**config.mk**
```make
export PLATFORM = sky130hd
export DESIGN_NAME = button_conditioner
export DESIGN_NICKNAME = d
export VERILOG_FILES = /design/src/rtl/classic_clock_pkg.sv /design/src/rtl/button_channel.sv /design/src/rtl/button_conditioner.sv
export SDC_FILE = /design/constraint.sdc
export NUM_CORES = 1
export LEC_CHECK = 0
export ABC_AREA = 1
export CAP_MARGIN = 20
export CORE_MARGIN = 2
export CORE_UTILIZATION = 47
export CTS_BUF_LIST = sky130_fd_sc_hd__clkbuf_8
export DETAILED_ROUTE_END_ITERATION = 10
export PLACE_DENSITY_LB_ADDON = 0.12
export SLEW_MARGIN = 20
export SYNTH_ARGS = -nofsm -noshare
export SYNTH_HDL_FRONTEND = slang
export SYNTH_SLANG_ARGS = --single-unit
```
**constraint.sdc**
```tcl
create_clock -name clk -period 8.59 [get_ports clk]
set_input_delay 1.718 -clock clk [delete_from_list [all_inputs] [get_ports clk]]
set_output_delay 1.718 -clock clk [all_outputs]
set_load 0.02 [all_outputs]
```
**src/rtl/classic_clock_pkg.sv**
```systemverilog
// ---------------------------------------------------------------------------
// classic_clock_pkg
//
// Shared definitions for the classic clock front end: button channel
// indices, default timing for a 25.175 MHz pixel clock, the auto-repeat
// state encoding and a small constant helper.
//
// No ports (package).
// ---------------------------------------------------------------------------
package classic_clock_pkg;

    // Button channel layout as seen by classic_vga_clock
    localparam int N_BTN         = 5;
    localparam int BTN_HOUR      = 0;
    localparam int BTN_MIN       = 1;
    localparam int BTN_SEC       = 2;
    localparam int BTN_AL        = 3;
    localparam int BTN_AL_TOGGLE = 4;

    // Default timing at 25.175 MHz: ~5 ms debounce, ~0.5 s first repeat,
    // ~0.1 s between subsequent repeats
    localparam int DEBOUNCE_CYCLES_DEFAULT = 125000;
    localparam int REPEAT_DELAY_DEFAULT    = 12500000;
    localparam int REPEAT_PERIOD_DEFAULT   = 2500000;

    // Hour, minute and second repeat; alarm-set and alarm toggle do not
    localparam logic [N_BTN-1:0] REPEAT_MASK_DEFAULT = 5'b00111;

    // Auto-repeat state per channel
    typedef enum logic [1:0] {
        IDLE   = 2'd0,
        DELAY  = 2'd1,
        REPEAT = 2'd2
    } rep_state_t;

    // Used to size the shared repeat counter
    function automatic int max_int(input int a, input int b);
        return (a > b) ? a : b;
    endfunction

endpackage

```
**src/rtl/button_channel.sv**
```systemverilog
// ---------------------------------------------------------------------------
// button_channel
//
// One push-button path: two-flop synchronizer, debounce counter and an
// optional auto-repeat FSM that re-issues the press pulse while held.
//
// Ports:
//   clk       - system clock
//   reset     - asynchronous, active-high reset
//   btn_in    - raw asynchronous button pin (active-high)
//   btn_level - debounced, synchronized button state
//   btn_pulse - one-cycle pulse on press and on each auto-repeat
// ---------------------------------------------------------------------------
module button_channel
    import classic_clock_pkg::*;
#(
    parameter int DEBOUNCE_CYCLES = DEBOUNCE_CYCLES_DEFAULT,
    parameter int REPEAT_DELAY    = REPEAT_DELAY_DEFAULT,
    parameter int REPEAT_PERIOD   = REPEAT_PERIOD_DEFAULT,
    parameter bit REPEAT_EN       = 1'b1
) (
    input  logic clk,
    input  logic reset,
    input  logic btn_in,
    output logic btn_level,
    output logic btn_pulse
);

    localparam int               DEB_W    = $clog2(DEBOUNCE_CYCLES + 1);
    localparam logic [DEB_W-1:0] DEB_LAST = DEB_W'(DEBOUNCE_CYCLES - 1);

    logic             sync_meta;
    logic             sync;
    logic [DEB_W-1:0] deb_cnt;
    logic             deb_done;
    logic             rise_evt;
    logic             fall_evt;
    logic             rep_fire;

    // Plain two-flop synchronizer; nothing may sit between the flops so the
    // first stage has a full cycle to resolve metastability.
    always_ff @(posedge clk or posedge reset) begin
        if (reset) begin
            sync_meta <= 1'b0;
            sync      <= 1'b0;
        end else begin
            sync_meta <= btn_in;
            sync      <= sync_meta;
        end
    end

    // A new level is accepted on the edge where the disagreeing sample has
    // been seen DEBOUNCE_CYCLES times in a row; these events drive both the
    // press pulse and the repeat FSM on that same edge.
    assign deb_done = (sync != btn_level) && (deb_cnt == DEB_LAST);
    assign rise_evt = deb_done & sync;
    assign fall_evt = deb_done & ~sync;

    // Debounce: any agreement with the current level restarts the count,
    // so bounces shorter than the window never reach the terminal value.
    always_ff @(posedge clk or posedge reset) begin
        if (reset) begin
            deb_cnt   <= '0;
            btn_level <= 1'b0;
        end else if (sync == btn_level) begin
            deb_cnt <= '0;
        end else if (deb_done) begin
            btn_level <= sync;
            deb_cnt   <= '0;
        end else begin
            deb_cnt <= deb_cnt + DEB_W'(1);
        end
    end

    generate
        if (REPEAT_EN) begin : g_repeat
            localparam int REP_W =
                $clog2(max_int(REPEAT_DELAY, REPEAT_PERIOD) + 1);
            localparam logic [REP_W-1:0] DELAY_LAST  = REP_W'(REPEAT_DELAY - 1);
            localparam logic [REP_W-1:0] PERIOD_LAST = REP_W'(REPEAT_PERIOD - 1);

            rep_state_t       rep_state;
            logic [REP_W-1:0] rep_cnt;

            assign rep_fire = ((rep_state == DELAY)  && (rep_cnt == DELAY_LAST)) ||
                              ((rep_state == REPEAT) && (rep_cnt == PERIOD_LAST));

            // Repeat timer starts on the press edge itself, so the first
            // repeat lands REPEAT_DELAY cycles after the press pulse. An
            // accepted release overrides everything and parks the FSM.
            always_ff @(posedge clk or posedge reset) begin
                if (reset) begin
                    rep_state <= IDLE;
                    rep_cnt   <= '0;
                end else if (fall_evt) begin
                    rep_state <= IDLE;
                    rep_cnt   <= '0;
                end else begin
                    case (rep_state)
                        IDLE: begin
                            if (rise_evt) begin
                                rep_state <= DELAY;
                                rep_cnt   <= '0;
                            end
                        end
                        DELAY: begin
                            if (rep_cnt == DELAY_LAST) begin
                                rep_state <= REPEAT;
                                rep_cnt   <= '0;
                            end else begin
                                rep_cnt <= rep_cnt + REP_W'(1);
                            end
                        end
                        REPEAT: begin
                            if (rep_cnt == PERIOD_LAST) begin
                                rep_cnt <= '0;
                            end else begin
                                rep_cnt <= rep_cnt + REP_W'(1);
                            end
                        end
                        default: begin
                            rep_state <= IDLE;
                            rep_cnt   <= '0;
                        end
                    endcase
                end
            end
        end else begin : g_no_repeat
            assign rep_fire = 1'b0;
        end
    endgenerate

    // Registered pulse, aligned with the level update. A release landing on
    // a repeat slot suppresses that repeat so a pulse never outlives the level.
    always_ff @(posedge clk or posedge reset) begin
        if (reset) begin
            btn_pulse <= 1'b0;
        end else begin
            btn_pulse <= rise_evt | (rep_fire & ~fall_evt);
        end
    end

endmodule

```
**src/rtl/button_conditioner.sv**
```systemverilog
// ---------------------------------------------------------------------------
// button_conditioner
//
// Front end for classic_vga_clock: turns the raw hour/min/sec/alarm-set/
// alarm-toggle pins into debounced levels and press/auto-repeat pulses.
// Channels are fully independent.
//
// Ports:
//   clk       - system clock (pixel clock domain)
//   reset     - asynchronous, active-high reset
//   btn_in    - raw asynchronous button pins [N_BTN-1:0]
//   btn_level - debounced, synchronized button state [N_BTN-1:0]
//   btn_pulse - one-cycle pulse per press and per auto-repeat [N_BTN-1:0]
// ---------------------------------------------------------------------------
module button_conditioner
    import classic_clock_pkg::*;
#(
    parameter int               N_BTN           = classic_clock_pkg::N_BTN,
    parameter int               DEBOUNCE_CYCLES = DEBOUNCE_CYCLES_DEFAULT,
    parameter int               REPEAT_DELAY    = REPEAT_DELAY_DEFAULT,
    parameter int               REPEAT_PERIOD   = REPEAT_PERIOD_DEFAULT,
    parameter logic [N_BTN-1:0] REPEAT_MASK     = REPEAT_MASK_DEFAULT
) (
    input  logic             clk,
    input  logic             reset,
    input  logic [N_BTN-1:0] btn_in,
    output logic [N_BTN-1:0] btn_level,
    output logic [N_BTN-1:0] btn_pulse
);

    // One self-contained channel per button; the mask bit decides whether
    // that channel builds its repeat FSM at all.
    for (genvar i = 0; i < N_BTN; i++) begin : g_chan
        button_channel #(
            .DEBOUNCE_CYCLES(DEBOUNCE_CYCLES),
            .REPEAT_DELAY   (REPEAT_DELAY),
            .REPEAT_PERIOD  (REPEAT_PERIOD),
            .REPEAT_EN      (REPEAT_MASK[i])
        ) u_chan (
            .clk      (clk),
            .reset    (reset),
            .btn_in   (btn_in[i]),
            .btn_level(btn_level[i]),
            .btn_pulse(btn_pulse[i])
        );
    end

endmodule

```
==> qor.csv, run 1 <==
metric,value,unit
most frequent cell after synthesis,nand2_1,
TNS Setup,0,ps
CP max FO,4,
Synth Instances,1490,
synth cell count leaders,"350 x nand2_1, 282 x nor2_1, 206 x inv_1",
Crit path arrival time,1520,ps
RSZ-0062 raised after global routing,false,
Die Area,23900,µm²
worst r2r src,g_chan[2].u_chan.deb_cnt[0],
Die H,155,µm
GP Congestion,0.848,
Area Growth Syn to Fin,7.15,%
total track usage,0.197,
CP Capture Type,output port,
share of the synthesized area in the top cell type,0.429,
gr ovfl total,0,
vias per cell,5.07,
achievable clock frequency,309,MHz
CP required,6870,ps
CTS buffer count,17,
hold crit path type,flop to flop,
CP startpoint kind,flop,
syn avg cell area,7.16,µm²
DR pass1 iterations,5,
post-layout min period,3230,ps
Post-synth EDFFs,0,
first-pass GRT wire length,39.4,mm
share of cells above drive strength 1,0.0364,
"Largest delay share family, worst path",buffers and inverters,
initial cell density of the core,0.476,
Final Setup Violations,0,
slowest cell on the critical path,clkdlybuf4s50_1,
vias in the first global route,8589,
Root Driver,clkbuf_8,
Setup Skew,16.5,ps
PwrDens,134,nW/µm²
register bit count reported by yosys,183,
clk slew on worst S/H paths,90,ps
status,finished clean,
worst slack at placement,4880,ps
Max Root-Sink Buffers,2,
async set-reset flop share out of synthesis,1.00,
pin count of the biggest net entering global routing,130,
leak pwr,5.21,nW
# rows,55,
Yosys cell types,38,
hpwl dp,15.7,mm
Yosys warning total,0,
Post-CTS Setup Inserts,0,
total number of vias,9103,
"Hold-fix buffers, CTS",0,
Worst slew margin,0.378,
Max rail drop VDD,89.2,µV
post-synth net total,1517,
final net count,1526,
Die Width,155,µm
initial drt markers,631,
CP startpoint,g_chan[0].u_chan.btn_level,
Final Hold Fails,0,
Core Region,22400,µm²
initial antenna violation count,0,
Worst-Margin Slew,933,ps
fin. max-slew vios,0,
CP Class,flop to output port,
final wirelength,22.0,mm
clk sink count,183,
worst-skew pair later-pin latency,470,ps
top post-synthesis cells by area,"dfrtp_1 43%, nand2_1 12%, nor2_1 9.9%",
CTS tree,done,
ant diodes,0,
residual DRC count,0,
sequential area share after synthesis,0.429,
Final WS setup,5360,ps
# H-tree levels,4,
hold path start,g_chan[1].u_chan.sync_meta,
Routed WL per cell,12.2,µm
Max Cap Viol,0,
"antenna viol nets, final",0,
Port-buffer cells,16,
Main synth FF type,dfrtp_1,
Post-CTS Resized,0,
CP max stage delay,630,ps
CP Cell Sequence,clkdlybuf4s50_1,
Final Cycle Share,0.376,
Post-Syn Area,10700,µm²
Buf/Inv on CP,1,
largest area contributor in the netlist,dfrtp_1,
IO Count,17,
[layout make-up]
cell class	instances	area, µm²
fillers	2227	11000
multi-input cells	1071	5110
flip-flops and latches	183	4580
inverters	208	788
well taps	285	357
clock buffers	18	248
repair buffers	18	175
clock inverters	14	174
[path summary, 6_finish.rpt]
path,endpoint,slack (ps),cells past startpoint
setup / recovery,btn_level[0],5360,1
hold / removal,g_chan[1].u_chan.sync,360,0
hold reg to reg,g_chan[1].u_chan.sync,360,0
max in group asynchronous,g_chan[3].u_chan.deb_cnt[9],5430,3
setup reg to reg,g_chan[2].u_chan.g_repeat.rep_cnt[8],5740,10
min in group asynchronous,g_chan[0].u_chan.btn_pulse,1750,2
[layout by cell type (no fill, tap or decap), types with 2 or more instances in the layout]
cell	Yosys	routed
a21oi_1	28	28
a31oi_1	10	10
and3_1	4	4
buf_4	18	2
bufinv_16	0	3
clkbuf_8	0	18
clkdlybuf4s50_1	0	16
clkinvlp_4	0	5
dfrtp_1	183	183
ha_1	20	20
inv_1	206	206
inv_6	0	2
inv_8	0	2
nand2_1	350	350
nand2_2	8	8
nand3_1	122	122
nand3b_1	9	9
nand4_1	64	64
nor2_1	282	282
nor2_2	5	5
nor3_1	59	59
nor3b_1	10	10
nor4_1	5	5
o21ai_0	36	36
o21bai_1	2	2
xor2_1	43	43
[power by group]
part           internal (mW)  leakage [nW]  total [mW]  switching (mW)
Combinational         0.0101          2.49      0.0420          0.0319
Sequential             0.869          2.52       0.874         0.00533
Clock                  0.298         0.201       0.621           0.323
[cell families after synthesis]
group	after synthesis	share of synthesized area
simple gates	923	0.375
buf+inv	236	0.0917
flops	183	0.429
compound gates	84	0.0441
xor+xnor	44	0.0361
fa+ha+maj	20	0.0235
[sequential cells by signal (all words and copies together) (netlist names)]
| signal | count |
|---|---|
| g_chan.u_chan.btn_pulse | 5 |
| g_chan.u_chan.deb_cnt | 85 |
| g_chan.u_chan.sync | 5 |
| g_chan.u_chan.sync_meta | 5 |
| g_chan.u_chan.btn_level | 5 |
| g_chan.u_chan.g_repeat.rep_state | 6 |
| g_chan.u_chan.g_repeat.rep_cnt | 72 |
[layer usage]
| metal | vias up | global-route usage | share of wire |
|---|---|---|---|
| li1 | 4785 | - | - |
| met1 | 4157 | 0.278 | 0.51 |
| met2 | 141 | 0.318 | 0.45 |
| met3 | 20 | 0.0294 | 0.032 |
| met4 | 0 | 0.0525 | 0.0097 |
| met5 | - | 0 | 0 |
[through the flow]
step,hold WS [ps],power (mW),cells,utilization,instance area [µm²]
2_1_floorplan,331,0.920,1490,-,10700
3_3_place_gp,335,0.934,1765,0.491,11000
3_5_place_dp,336,0.935,1765,0.491,11000
4_1_cts,363,1.56,1797,0.510,11400
5_1_grt,366,1.60,1797,0.510,11400
6_report,360,1.54,1797,0.510,11400
(Power assumes the default switching activity.)
==> run 2, diff against run 1 <==
==> constraint.sdc (replaced) <==
create_clock -name clk -period 3.2 [get_ports clk]
set_input_delay 0.64 -clock clk [delete_from_list [all_inputs] [get_ports clk]]
set_output_delay 0.64 -clock clk [all_outputs]
set_load 0.02 [all_outputs]
==> qor.csv, run 2 (same netlist as run 1, synthesis figures left out) <==
metric,value,unit,change
hpwl dp,15.9,mm,was 15.7 mm
Root Driver,clkbuf_8,,unchanged
initial drt markers,571,,was 631
ant diodes,0,,unchanged
CP Class,flop to flop,,was flop to output port
residual DRC count,0,,unchanged
Setup Skew,19.4,ps,was 16.5 ps
CP startpoint kind,flop,,unchanged
PwrDens,360,nW/µm²,was 134 nW/µm²
Seq pwr share,0.567,,was 0.569
post-layout min period,2280,ps,
CTS buffer count,17,,unchanged
RSZ-0062 raised after global routing,false,,unchanged
Die Area,23900,µm²,unchanged
Layout Cells excl Fill,1801,,"was 1,797"
"Largest delay share family, worst path",simple AND/OR/NAND/NOR gates,,was buffers and inverters
first-pass GRT wire length,39.4,mm,about the same
Port-buffer cells,16,,unchanged
final wirelength,22.0,mm,about the same
clk slew on worst S/H paths,100,ps,was 90 ps
leak pwr,5.24,nW,was 5.21 nW
# H-tree levels,4,,unchanged
Max rail drop VDD,240,µV,was 89.2 µV
initial antenna violation count,0,,unchanged
Largest regs,"g_chan.u_chan.deb_cnt: 85 flops, g_chan.u_chan.g_repeat.rep_cnt: 72 flops, g_chan.u_chan.g_repeat.rep_state: 6 flops",,unchanged
IO Count,17,,unchanged
worst-skew pair later-pin latency,450,ps,was 470 ps
CP max FO,37,,was 4
CP max stage delay,520,ps,was 630 ps
"most common cell after layout, fill and taps aside",nand2_1,,unchanged
pin count of the biggest net entering global routing,78,,was 130
Die Width,155,µm,unchanged
Max Root-Sink Buffers,2,,unchanged
vias per cell,5.04,,was 5.07
Inst Count DP,1769,,"was 1,765"
footprint of the multi-input gates,5110,µm²,unchanged
Post-CTS Setup Inserts,0,,unchanged
Max Cap Viol,0,,unchanged
Final Hold Fails,0,,unchanged
CP Capture Type,flop,,was output port
Final Setup Violations,0,,unchanged
clk sink count,183,,unchanged
NetSw,949,µW,was 360 µW
achievable clock frequency,439,MHz,
register area,4580,µm²,unchanged
Buf/Inv on CP,2,,was 1
Worst slew margin,0.571,,was 0.378
Clock Power Share,0.404,,about the same
vias in the first global route,8636,,"was 8,589"
Final Cycle Share,0.712,,
most frequent cells in the layout,"350 x nand2_1, 282 x nor2_1, 206 x inv_1, 183 x dfrtp_1, 122 x nand3_1",,unchanged
Routed WL per cell,12.2,µm,about the same
CP Cell Sequence,ha_1 > nand2_1 > inv_1 > nand2_1 > nor2_1 > nand3_1 > nand2_2 > nand2_2 > inv_2 > nor2_1,,was clkdlybuf4s50_1
share of cells above drive strength 1,0.0389,,was 0.0364
cell-internal power,3.19,mW,was 1.18 mW
GP Congestion,0.892,,was 0.848
status,finished clean,,unchanged
hold crit path type,flop to flop,,unchanged
largest reg by FF count,g_chan.u_chan.deb_cnt,,unchanged
final net count,1530,,"was 1,526"
Worst-Margin Slew,641,ps,was 933 ps
Filler cells,2200,,"was 2,227"
Die H,155,µm,unchanged
Final Util,0.512,,was 0.510
fin. max-slew vios,0,,unchanged
CTS tree,done,,unchanged
Area Growth Syn to Fin,7.72,%,was 7.15%
slowest cell on the critical path,nand2_2,,was clkdlybuf4s50_1
Crit path arrival time,2620,ps,was 1520 ps
DR pass1 iterations,5,,unchanged
Core Region,22400,µm²,unchanged
gr ovfl total,0,,unchanged
total number of vias,9082,,"was 9,103"
"Hold-fix buffers, CTS",0,,unchanged
max reg flops,85,,unchanged
# rows,55,,unchanged
total track usage,0.196,,was 0.197
CP required,3540,ps,was 6870 ps
"antenna viol nets, final",0,,unchanged
sw frac,0.230,,was 0.234
TNS Setup,0,ps,unchanged
initial cell density of the core,0.476,,unchanged
Combinational Power Share,0.029,,was 0.027
Post-CTS Resized,0,,unchanged
post-route total power,4.14,mW,was 1.54 mW
run 2: final timing paths:
path / start / to / slack [ps] / cells past startpoint
setup / recovery: g_chan[1].u_chan.deb_cnt[0] / g_chan[1].u_chan.g_repeat.rep_cnt[18] / 920 / 10
max in group asynchronous: reset / g_chan[2].u_chan.g_repeat.rep_cnt[0] / 1860 / 3
hold reg to reg: g_chan[1].u_chan.sync_meta / g_chan[1].u_chan.sync / 350 / 0
setup reg to reg: g_chan[1].u_chan.deb_cnt[0] / g_chan[1].u_chan.g_repeat.rep_cnt[18] / 920 / 10
hold / removal: g_chan[1].u_chan.sync_meta / g_chan[1].u_chan.sync / 350 / 0
min in group asynchronous: reset / g_chan[1].u_chan.g_repeat.rep_cnt[7] / 560 / 2
run 2: power groups by stage:
stage               Combinational, mW  Sequential [mW]  Clock [mW]
floorplan                      0.0815             2.39           0
global placement                0.123             2.39           0
detailed placement              0.123             2.39           0
CTS                             0.124             2.35        1.76
global route                    0.140             2.35        1.85
finish                          0.118             2.35        1.67
run 2: layer usage:
layer  vias up  GRT usage  part of all wire
li1       4768          -                 -
met3        14     0.0289             0.025
met5         -          0                 0
met4         0     0.0459            0.0085
met2       125      0.317              0.45
met1      4175      0.279              0.51
run 2: final cells by class:
type | count | share of cell area
well taps | 285 | 0.0310
repair buffers | 22 | 0.0200
multi-input cells | 1071 | 0.445
clock inverters | 13 | 0.0147
clock buffers | 19 | 0.0228
inverters | 208 | 0.0683
flip-flops and latches | 183 | 0.399
run 2: per-stage QoR:
step | hold slack (ps) | setup slack [ps] | area, µm²
after global routing | 363 | 652 | 11500
after floorplan | 331 | 209 | 10700
final | 355 | 923 | 11500
after CTS | 356 | 907 | 11500
after detailed placement | 335 | 903 | 11100
after global placement | 335 | 1010 | 11100
==> run 3, diff against run 2 <==
==> constraint.sdc (replaced) <==
create_clock -name clk -period 1.8 [get_ports clk]
set_input_delay 0.36 -clock clk [delete_from_list [all_inputs] [get_ports clk]]
set_output_delay 0.36 -clock clk [all_outputs]
set_load 0.02 [all_outputs]
==> qor.csv, run 3 (same netlist as run 1, synthesis figures left out) <==
metric,value,unit,change
status,"finished, violations left",,was finished clean
failing checks,negative setup slack,,
hold path start,btn_in[2],,was g_chan[1].u_chan.sync_meta
Final WS setup,-14.1,ps,was 923 ps
Max rail drop VDD,416,µV,was 240 µV
most frequent cells in the layout,"342 x nand2_1, 234 x nor2_1, 200 x inv_1, 179 x dfrtp_1, 114 x nand3_1",,"was 350 x nand2_1, 282 x nor2_1, 206 x inv_1, 183 x dfrtp_1, 122 x nand3_1"
fin. max-slew vios,0,,unchanged
Setup Skew,18.0,ps,was 19.4 ps
achievable clock frequency,551,MHz,was 439 MHz
Worst slew margin,0.723,,was 0.571
vias per cell,5.07,,was 5.04
initial antenna violation count,0,,unchanged
CP max FO,6,,was 37
worst-skew pair later-pin latency,470,ps,was 450 ps
Filler cells,2103,,"was 2,200"
total number of vias,9691,,"was 9,082"
# H-tree levels,4,,unchanged
leak pwr,5.89,nW,was 5.24 nW
DR pass1 iterations,7,,was 5
worst slack at placement,-6.46,ps,was 903 ps
footprint of the multi-input gates,5450,µm²,was 5110 µm²
final wirelength,24.5,mm,was 22.0 mm
pin count of the biggest net entering global routing,64,,was 78
hold crit path type,primary input to flop,,was flop to flop
TNS Setup,-17.4,ps,was 0 ps
RSZ-0062 raised after global routing,true,,was false
Port-buffer cells,16,,unchanged
Crit path arrival time,2160,ps,was 2620 ps
# rows,55,,unchanged
ant diodes,0,,unchanged
share of cells above drive strength 1,0.157,,was 0.0389
largest reg by FF count,g_chan.u_chan.deb_cnt,,unchanged
Max Root-Sink Buffers,2,,unchanged
CP Capture Type,flop,,unchanged
Final Setup Violations,3,,was 0
Root Driver,clkbuf_8,,unchanged
"most common cell after layout, fill and taps aside",nand2_1,,unchanged
Area Growth Syn to Fin,20.4,%,was 7.72%
register area,4580,µm²,about the same
Inst Count DP,1862,,"was 1,769"
clk slew on worst S/H paths,100,ps,about the same
CP Class,flop to flop,,unchanged
CTS tree,done,,unchanged
Layout Cells excl Fill,1912,,"was 1,801"
first-pass GRT wire length,40.9,mm,was 39.4 mm
CP required,2150,ps,was 3540 ps
Routed WL per cell,12.8,µm,was 12.2 µm
Largest regs,"g_chan.u_chan.deb_cnt: 85 flops, g_chan.u_chan.g_repeat.rep_cnt: 72 flops, g_chan.u_chan.g_repeat.rep_state: 6 flops",,unchanged
R2R Path End,g_chan[2].u_chan.g_repeat.rep_cnt[22],,was g_chan[1].u_chan.g_repeat.rep_cnt[18]
initial cell density of the core,0.476,,unchanged
IO Count,17,,unchanged
Worst-Margin Slew,412,ps,was 641 ps
clk sink count,183,,unchanged
total track usage,0.205,,was 0.196
hold depth,1,,was 0
Final Cycle Share,1.01,,was 0.712
initial drt markers,528,,was 571
max reg flops,85,,unchanged
final net count,1642,,"was 1,530"
post-layout min period,1810,ps,was 2280 ps
GP Congestion,0.907,,was 0.892
Fin Hold WS,323,ps,was 355 ps
"Hold-fix buffers, CTS",0,,unchanged
Die Width,155,µm,unchanged
Die Area,23900,µm²,unchanged
hpwl dp,17.4,mm,was 15.9 mm
PwrDens,559,nW/µm²,was 360 nW/µm²
Core Region,22400,µm²,unchanged
CP startpoint kind,flop,,unchanged
worst r2r src,g_chan[2].u_chan.deb_cnt[0],,was g_chan[1].u_chan.deb_cnt[0]
flop-to-flop setup slack,-10,ps,was 920 ps
Die H,155,µm,unchanged
vias in the first global route,8952,,"was 8,636"
R2R cell count,12,,was 10
CTS buffer count,17,,unchanged
post-route total power,7.18,mW,was 4.14 mW
hold-critical path endpoint,g_chan[2].u_chan.sync_meta,,was g_chan[1].u_chan.sync
"antenna viol nets, final",0,,unchanged
Max Cap Viol,0,,unchanged
gr ovfl total,0,,unchanged
residual DRC count,0,,unchanged
Final Hold Fails,0,,unchanged
[run 3: what timing repair did]
| item | 4_1_cts | 5_1_grt |
|---|---|---|
| setup buffers | 0 | 12 |
| cloned | 0 | 7 |
| gates resized for setup | 12 | 116 |
| setup endpoints to repair | 24 | 93 |
| pin swaps | 1 | 36 |
[run 3: final cells by class]
type / count / area share
Inverter: 208 / 0.0613
Tap cell: 285 / 0.0278
Multi-Input combinational cell: 1071 / 0.424
Sequential cell: 183 / 0.357
Clock inverter: 14 / 0.0116
Clock buffer: 17 / 0.0182
Timing Repair Buffer: 134 / 0.100
[run 3: worst max path at each step]
stage	start	end	slack [ps]
finish	g_chan[2].u_chan.deb_cnt[0]	g_chan[2].u_chan.g_repeat.rep_cnt[22]	-10
global placement	g_chan[0].u_chan.deb_cnt[0]	g_chan[0].u_chan.g_repeat.rep_cnt[19]	20
detailed placement	g_chan[0].u_chan.deb_cnt[0]	g_chan[0].u_chan.g_repeat.rep_cnt[19]	-6
CTS	g_chan[2].u_chan.g_repeat.rep_cnt[0]	g_chan[2].u_chan.g_repeat.rep_cnt[22]	0.9
floorplan	reset	g_chan[0].u_chan.btn_level	-910
global route	g_chan[2].u_chan.deb_cnt[0]	g_chan[2].u_chan.g_repeat.rep_cnt[22]	-150
[run 3: report_power, final]
| part | switching, mW | leakage, nW | internal, mW |
|---|---|---|---|
| clock | 1.53 | 0.185 | 1.23 |
| sequential | 0.0269 | 2.52 | 4.15 |
| combinational | 0.165 | 3.19 | 0.0857 |
| total | 1.72 | 5.89 | 5.46 |
[run 3: critical path: stages, from the launching register on]
cell and delay (ps):
dfrtp_1 390, ha_2 200, nand2_2 80, inv_2 70, nand2_2 50, nor2_2 90, nand3_2 130, nor2_4 170
nor2_4 50, a21oi_2 140, buf_6 150, buf_12 140, nor2_2 40
[run 3: metrics by stage]
stage | util | instance area (µm²)
global placement | 0.529 | 11900
floorplan | - | 10700
global route | 0.573 | 12800
CTS | 0.546 | 12300
finish | 0.573 | 12800
detailed placement | 0.529 | 11900
[run 3: routing by layer]
layer	up-vias	part of all wire	track usage
met4	0	0.013	0.0551
met5	-	0	0
met1	4531	0.49	0.287
met3	26	0.029	0.0289
met2	148	0.47	0.335
li1	4986	-	-
